[src/rtl/reg_file_mp_pkg.sv]
// Shared definitions for the multi-port register file: clear-FSM state encoding and sizing helper.
package rf_pkg;

  localparam logic RF_IDLE  = 1'b0;
  localparam logic RF_CLEAR = 1'b1;

  function automatic int nreg(input int regbits);
    return 1 << regbits;
  endfunction

endpackage

[src/rtl/reg_file_mp_if.sv]
// Bus between decode/writeback and the register file; the master drives addresses and write data.
interface reg_file_mp_if #(
  parameter int WIDTH   = 16,
  parameter int REGBITS = 4,
  parameter int NREAD   = 3
);
  logic                     clear_req;
  logic                     busy;
  logic                     we0;
  logic [REGBITS-1:0]       waddr0;
  logic [WIDTH-1:0]         wdata0;
  logic                     we1;
  logic [REGBITS-1:0]       waddr1;
  logic [WIDTH-1:0]         wdata1;
  logic [NREAD*REGBITS-1:0] raddr;
  logic [NREAD*WIDTH-1:0]   rdata;
  logic                     wr_conflict;
  logic                     clr_state;

  // No handshake: writes commit on any rising edge with weN high and busy low;
  // reads are combinational and valid in the same cycle their address is driven.
  modport master (
    output clear_req, we0, waddr0, wdata0, we1, waddr1, wdata1, raddr,
    input  busy, rdata, wr_conflict, clr_state
  );

  modport slave (
    input  clear_req, we0, waddr0, wdata0, we1, waddr1, wdata1, raddr,
    output busy, rdata, wr_conflict, clr_state
  );
endinterface

[src/rtl/reg_file_mp_clear_fsm.sv]
// Sequential clear engine: sweeps every register to zero, one address per cycle.
module rf_clear_fsm
  import rf_pkg::*;
#(
  parameter int REGBITS      = 4,
  parameter bit CLR_ON_RESET = 1'b1
) (
  input  logic               clk,
  input  logic               reset,
  input  logic               clear_req,
  output logic               busy,
  output logic               clr_we,
  output logic [REGBITS-1:0] clr_addr,
  output logic               state_dbg
);

  localparam logic [REGBITS-1:0] LAST_ADDR = REGBITS'(nreg(REGBITS) - 1);

  logic               state_q, state_d;
  logic [REGBITS-1:0] clr_addr_q, clr_addr_d;

  always_ff @(posedge clk) begin
    if (reset) begin
      state_q    <= CLR_ON_RESET ? RF_CLEAR : RF_IDLE;
      clr_addr_q <= '0;
    end else begin
      state_q    <= state_d;
      clr_addr_q <= clr_addr_d;
    end
  end

  // The sweep leaves CLEAR on the same edge that zeroes the last register.
  always_comb begin
    state_d    = state_q;
    clr_addr_d = '0;
    if (state_q == RF_IDLE) begin
      if (clear_req) state_d = RF_CLEAR;
    end else begin
      if (clr_addr_q == LAST_ADDR) state_d = RF_IDLE;
      else clr_addr_d = clr_addr_q + 1'b1;
    end
  end

  always_comb begin
    busy      = (state_q == RF_CLEAR);
    clr_we    = (state_q == RF_CLEAR);
    clr_addr  = clr_addr_q;
    state_dbg = state_q;
  end

endmodule

[src/rtl/reg_file_mp.sv]
// Multi-port register file: NREAD combinational reads with write bypass, two prioritised writes,
// and a hardware clear sweep.
module reg_file_mp
  import rf_pkg::*;
#(
  parameter int WIDTH        = 16,
  parameter int REGBITS      = 4,
  parameter int NREAD        = 3,
  parameter bit ZERO_R0      = 1'b1,
  parameter bit BYPASS       = 1'b1,
  parameter bit CLR_ON_RESET = 1'b1
) (
  input  logic          clk,
  input  logic          reset,
  reg_file_mp_if.slave  bus
);

  localparam int NREG = nreg(REGBITS);

  logic [WIDTH-1:0]   mem_q [NREG];
  logic               busy, clr_we;
  logic [REGBITS-1:0] clr_addr;
  logic               we0_eff, we1_eff;
  logic               wr_conflict_q, wr_conflict_d;

  rf_clear_fsm #(
    .REGBITS      (REGBITS),
    .CLR_ON_RESET (CLR_ON_RESET)
  ) u_clear_fsm (
    .clk       (clk),
    .reset     (reset),
    .clear_req (bus.clear_req),
    .busy      (busy),
    .clr_we    (clr_we),
    .clr_addr  (clr_addr),
    .state_dbg (bus.clr_state)
  );

  // Writes to a hardwired r0 are discarded before they can reach the RAM or the conflict flag.
  assign we0_eff = bus.we0 && !busy && !(ZERO_R0 && bus.waddr0 == '0);
  assign we1_eff = bus.we1 && !busy && !(ZERO_R0 && bus.waddr1 == '0);
  assign wr_conflict_d = we0_eff && we1_eff && (bus.waddr0 == bus.waddr1);

  // Port 1 is written last so it wins an address collision.
  always_ff @(posedge clk) begin
    if (clr_we) begin
      mem_q[clr_addr] <= '0;
    end else begin
      if (we0_eff) mem_q[bus.waddr0] <= bus.wdata0;
      if (we1_eff) mem_q[bus.waddr1] <= bus.wdata1;
    end
  end

  always_ff @(posedge clk) begin
    if (reset) wr_conflict_q <= 1'b0;
    else       wr_conflict_q <= wr_conflict_d;
  end

  assign bus.busy        = busy;
  assign bus.wr_conflict = wr_conflict_q;

  for (genvar k = 0; k < NREAD; k++) begin : g_rd
    logic [REGBITS-1:0] ra;
    logic [WIDTH-1:0]   rd;

    assign ra = bus.raddr[k*REGBITS +: REGBITS];

    always_comb begin
      rd = mem_q[ra];
      if (busy)                                       rd = '0;
      else if (ZERO_R0 && ra == '0)                   rd = '0;
      else if (BYPASS && bus.we1 && bus.waddr1 == ra) rd = bus.wdata1;
      else if (BYPASS && bus.we0 && bus.waddr0 == ra) rd = bus.wdata0;
    end

    assign bus.rdata[k*WIDTH +: WIDTH] = rd;
  end

endmodule

[src/flat_wrapper.sv]
// flat-port wrapper written by rule: the top's interface ports become plain ports
module reg_file_mp_flat import rf_pkg::*;
#(
  parameter int WIDTH        = 16,
  parameter int REGBITS      = 4,
  parameter int NREAD        = 3,
  parameter bit ZERO_R0      = 1'b1,
  parameter bit BYPASS       = 1'b1,
  parameter bit CLR_ON_RESET = 1'b1
)
  (clk, reset, bus_clear_req, bus_we0, bus_waddr0, bus_wdata0, bus_we1, bus_waddr1, bus_wdata1, bus_raddr, bus_busy, bus_rdata, bus_wr_conflict, bus_clr_state);
  reg_file_mp_if #(.WIDTH(WIDTH), .REGBITS(REGBITS), .NREAD(NREAD)) bus_i ();
  input  logic clk;
  input  logic reset;
  input wire logic [$bits(bus_i.clear_req)-1:0] bus_clear_req;
  input wire logic [$bits(bus_i.we0)-1:0] bus_we0;
  input wire logic [$bits(bus_i.waddr0)-1:0] bus_waddr0;
  input wire logic [$bits(bus_i.wdata0)-1:0] bus_wdata0;
  input wire logic [$bits(bus_i.we1)-1:0] bus_we1;
  input wire logic [$bits(bus_i.waddr1)-1:0] bus_waddr1;
  input wire logic [$bits(bus_i.wdata1)-1:0] bus_wdata1;
  input wire logic [$bits(bus_i.raddr)-1:0] bus_raddr;
  output wire logic [$bits(bus_i.busy)-1:0] bus_busy;
  output wire logic [$bits(bus_i.rdata)-1:0] bus_rdata;
  output wire logic [$bits(bus_i.wr_conflict)-1:0] bus_wr_conflict;
  output wire logic [$bits(bus_i.clr_state)-1:0] bus_clr_state;
  assign bus_i.clear_req = bus_clear_req;
  assign bus_i.we0 = bus_we0;
  assign bus_i.waddr0 = bus_waddr0;
  assign bus_i.wdata0 = bus_wdata0;
  assign bus_i.we1 = bus_we1;
  assign bus_i.waddr1 = bus_waddr1;
  assign bus_i.wdata1 = bus_wdata1;
  assign bus_i.raddr = bus_raddr;
  assign bus_busy = bus_i.busy;
  assign bus_rdata = bus_i.rdata;
  assign bus_wr_conflict = bus_i.wr_conflict;
  assign bus_clr_state = bus_i.clr_state;
  reg_file_mp #(.WIDTH(WIDTH), .REGBITS(REGBITS), .NREAD(NREAD), .ZERO_R0(ZERO_R0), .BYPASS(BYPASS), .CLR_ON_RESET(CLR_ON_RESET)) u_core (.clk(clk), .reset(reset), .bus(bus_i));
endmodule
[config.mk]
export PLATFORM = sky130hd
export DESIGN_NAME = reg_file_mp_flat
export DESIGN_NICKNAME = d
export VERILOG_FILES = /design/src/rtl/reg_file_mp_pkg.sv /design/src/rtl/reg_file_mp_if.sv /design/src/rtl/reg_file_mp_clear_fsm.sv /design/src/rtl/reg_file_mp.sv /design/src/flat_wrapper.sv
export SDC_FILE = /design/constraint.sdc
export NUM_CORES = 1
export LEC_CHECK = 0
export CAP_MARGIN = 20
export CORE_MARGIN = 4
export CORE_UTILIZATION = 39
export DETAILED_ROUTE_END_ITERATION = 10
export SKIP_CTS_REPAIR_TIMING = 1
export SYNTH_ARGS = -nofsm -noshare
export SYNTH_HDL_FRONTEND = slang
export SYNTH_SLANG_ARGS = --single-unit
[constraint.sdc]
create_clock -name clk -period 3.26 [get_ports clk]
set_input_delay 0.652 -clock clk [delete_from_list [all_inputs] [get_ports clk]]
set_output_delay 0.652 -clock clk [all_outputs]
set_load 0.02 [all_outputs]
After elaboration in Yosys (flattened, before gate mapping)
Memories as Yosys holds them, arrays and structs flattened.
Index checks and enable logic that the tools add are counted.
Word-level totals
  memories: 1
  output and inout bits: 51
  RAM bits: 256
  register bits after elaboration: 6
  word-level logic and storage cells: 62
Memories
  u_core.mem_q: words 16, bits a word 16, rd ports 3, clocked after memory_dff 0, write ports 2, RTL line reg_file_mp.sv:20  | logic [WIDTH-1:0] mem_q [NREG];
Operators by class
  bitwise operators: 1
  muxes and demuxes: 26
  equal/unequal tests: 8
  reductions and logical operators: 22
  add/subtract/negate cells: 1
Operator list (number)
  16-bit 2-to-1 mux: 13
  4-bit == test: 7
  4-bit logical NOT: 5
  16-bit OR reduction: 1
  1-bit logical AND: 12
  1-bit 2-to-1 mux: 12
  4-bit by 1-bit adder with 4-bit output (second input constant): 1
  4-bit == test (second input constant): 1
  4-bit 2-to-1 mux: 1
  1-bit logical NOT: 3
  3-bit OR reduction: 1
  1-bit NOT: 1

Logic depth before layout (Yosys ltp)
  word-level depth: 8
  gate-level depth with buffers: 8
  mapped depth without buffers: 5

By module
From an unflattened synthesis, not the netlist that was laid out.
Unflattened totals
  cells, all modules: 1663
  area total of the unflattened synthesis: 18649.1 um^2
By module, submodules not included
  reg_file_mp: instances 1, area each 18447.7 um^2, cells each 1643
  rf_clear_fsm: instances 1, area each 201.4 um^2, cells each 20

Worst setup path after synthesis
Ideal clock, no wire load.
  kind: input to register
  from: in bus_waddr0[1]
  to: mem u_core.mem_q[10][0] (enable)
  required time: 2.868 ns
  path slack: 0.212 ns
  stages on the path: 8
  arrival time: 2.656 ns
  cell sequence: buf_4 -> o41ai_4 -> nor2_2 -> buf_6 -> buf_6 -> nor3b_2 -> a31oi_2 -> o21bai_1
RTL lines
  from (decl): RTL line flat_wrapper.sv:17  | input wire logic [$bits(bus_i.waddr0)-1:0] bus_waddr0;
  to (decl): RTL line reg_file_mp.sv:20

Final worst setup path
  from: in bus_raddr[2]
  to: out bus_rdata[4]
On the way
  word-level cells in the longest chain between the ends: 6
  elaborated cells on any way between the ends: 10
RTL lines
  from (decl): RTL line flat_wrapper.sv:22  | input wire logic [$bits(bus_i.raddr)-1:0] bus_raddr;
  parallel branches: the longest is 4 deep, another holds memory read 16 x 16 bit
  16-bit 2-to-1 mux (*): RTL line reg_file_mp.sv:71  | else if (ZERO_R0 && ra == '0) rd = '0;
  16-bit 2-to-1 mux (*): RTL line reg_file_mp.sv:70  | if (busy) rd = '0;
  to (decl): RTL line flat_wrapper.sv:24  | output wire logic [$bits(bus_i.rdata)-1:0] bus_rdata;
Every way passes the cells marked *.

==> impl_metrics.tcl <==
set metrics [dict create \
    wl_met3_mm 8.32 \
    setup_viol 0 \
    postRouteWirelength_mm 77.2 \
    die_width_microns 228 \
    initialDrtViolationCount 2289 \
    start_util_pct 39.5 \
    async_flop_share_pct 0 \
    peakVddDrop_v 0.000356 \
    drc 0 \
    clk_pin_slew_ps 70 \
    ant_nets 0 \
    yosys_warnings 0 \
    core-area_sq_um 47800 \
    synthXorXnorAreaFrac_pct 1.34 \
    cts_made_buffers 28 \
    drv_slew 0 \
    synthCells 1761 \
    cpPeakStageDelay_ps 500 \
    diodes 0 \
    synth-seq-area-share_pct 41.3 \
    wl_met1_mm 28.8 \
    critPathSlowestCell "clkdlybuf4s50_1" \
    fin_crit_sh_pct 99.6 \
    max_freq_mhz 308 \
    fin_tns_setup_ps 0 \
    final_common_cell "nand2_1" \
    grt-ovfl-total 0 \
    final_area_sq_um 23400 \
    syn_avg_cell_area_sq_um 10.7 \
    grt_pass1_vias 15875 \
    synth-main-ff-cell "edfxtp_1" \
    worstSetupEndpointType "primary output" \
    synthMuxAreaShare_pct 22.7 \
    synth.net_count 1819 \
    yosys.area_share.simple_pct 11.6 \
    num_vias 16618 \
    worstPathArrival_ps 2590 \
    io_pins 108 \
    cts.sinks 262 \
    min_period_ps 3250 \
    dpl.cell_count 2513 \
    wl_met2_mm 34.8 \
    io_buffers 107 \
    via_per_inst 6.45 \
    insertion_delay_ps 570 \
    synth-seq-cells 262 \
    clock_path_buffers 3 \
    topRoutingLayerUsed "met4" \
    fillCellCount 4241 \
    cp_top_family "buffers and inverters" \
    hpwl_mm 52.5 \
    nets 1996 \
    stdcell_count 2575 \
    hold_path_class "flop to flop" \
    synth_compound_area_share_pct 15.1 \
    synth_cell_types 55 \
    fp.dieH_microns 228 \
    fin_hold_ws_ps 529 \
    final_cell_mix "nand2_1 (341), o21ai_0 (266), edfxtp_1 (256)" \
    leakage_nw 8.88 \
    path_buf_inv 4 \
    grt_use_total_pct 27.9 \
    hold_violations 0 \
    drive_above_1_share_pct 25.4 \
    required_ps 2610 \
    synthAdderAreaFrac_pct 0.0662 \
    post_dp_cell_area_sq_um 22200 \
    cp-start-kind "primary input" \
    grt_max_degree 33 \
    synth_top_family_by_area "multiplexers" \
    status "completed" \
    clock-root-buffer "clkbuf_16" \
    place_congestion 1.00 \
    rows 80 \
    worstMarginPinSlew_ps 805 \
    max_cap_violations 0 \
    die_area_sq_um 52100 \
    grt_pass1_wl_mm 109 \
    first_pass_iters 6 \
    wl_per_cell_microns 30.0 \
    synth_edf_count 256 \
    area_delta_synth_final_pct 23.9 \
    cts_htree_levels 1 \
    syn-cell-area_sq_um 18900 \
    cts_tree "done" \
    antenna_found_initial 0 \
    critPathMaxFanout 16 \
    path_class "primary input to primary output" \
    clock_skew_ps 16.5 \
    path_cells "clkdlybuf4s50_1 > buf_4 > xnor2_1 > and2_1 > and3b_1 > buf_12 > nand2_1 > a31oi_1 > dlymetal6s2s_1" \
    slew_headroom_pct 46.2 \
    power_density_nw_per_um2 376 \
]
where the power goes:
| group | internal, W | switching [W] |
|---|---|---|
| registers | 0.00373 | 0.0000563 |
| clock network | 0.00224 | 0.00140 |
| logic | 0.000619 | 0.000762 |
| total | 0.00660 | 0.00222 |
area by class of cell:
type	instances	area [sq um]	area share, %
tap	615	769	3.29
multi-input combinational	1265	9830	42.0
clock buffer	30	729	3.11
inverter	21	78.8	0.337
timing repair buffer	360	3890	16.6
sequential	262	7810	33.3
clock inverter	22	312	1.33
cell families (layout without fill, tap and decap cells):
family / after synthesis / after routing
adders and majority gates: 1 / 1
muxes: 259 / 259
AOI/OAI and AO/OA: 476 / 476
buffers and inverters: 235 / 433
xor gates and xnor gates: 29 / 29
and+or+nand+nor: 499 / 500
DFF: 262 / 262
sequential cells by signal (all words and copies together), names as in the netlist:
name,flops
u_core.u_clear_fsm.clr_addr,4
u_core.bus.wr_conflict,1
u_core.mem_q,256
u_core.u_clear_fsm.busy,1
cell usage after synthesis (9+ instances only):
library cell | instances | area [sq um]
a22oi_1 | 94 | 706
clkbuf_1 | 99 | 372
buf_6 | 28 | 315
nand2_1 | 343 | 1290
nor3_1 | 9 | 45.0
mux2i_1 | 131 | 1310
edfxtp_1 | 256 | 7690
and2_1 | 13 | 81.3
o211ai_1 | 30 | 225
mux4_2 | 99 | 2230
xor2_1 | 20 | 175
xnor2_1 | 9 | 78.8
a31oi_1 | 48 | 300
buf_2 | 51 | 255
buf_12 | 10 | 200
o21bai_1 | 15 | 113
buf_4 | 12 | 90.1
or3_1 | 32 | 200
clkbuf_8 | 11 | 151
o21ai_0 | 272 | 1360
mux4_1 | 25 | 657
nor2_1 | 57 | 214
inv_1 | 21 | 78.8
stage by stage:
stage                     util, %  total power, W  setup slack (ps)
after floorplan                 -         0.00459               212
after global placement       46.4         0.00515             -1070
after detailed placement     46.4         0.00517              -843
after CTS                    48.6         0.00877              -840
after global routing         49.0         0.00903             -38.8
final                        49.0         0.00882              13.7
routing by layer:
metal | up-vias | GRT usage (%)
li1 | 7000 | -
met3 | 274 | 5.76
met5 | - | 0
met4 | 0 | 14.9
met1 | 8168 | 36.5
met2 | 1176 | 43.6
path summary, 6_finish.rpt:
path	cells past startpoint	slack, ps	end	from
worst min register to register	1	530	u_core.u_clear_fsm.clr_addr[0]	u_core.u_clear_fsm.clr_addr[0]
worst max-delay path	9	10	bus_rdata[4]	bus_raddr[2]
worst max register to register	6	800	u_core.mem_q[5][10]	u_core.u_clear_fsm.busy
worst min-delay path	1	530	u_core.u_clear_fsm.clr_addr[0]	u_core.u_clear_fsm.clr_addr[0]
(Power assumes the default switching activity.)
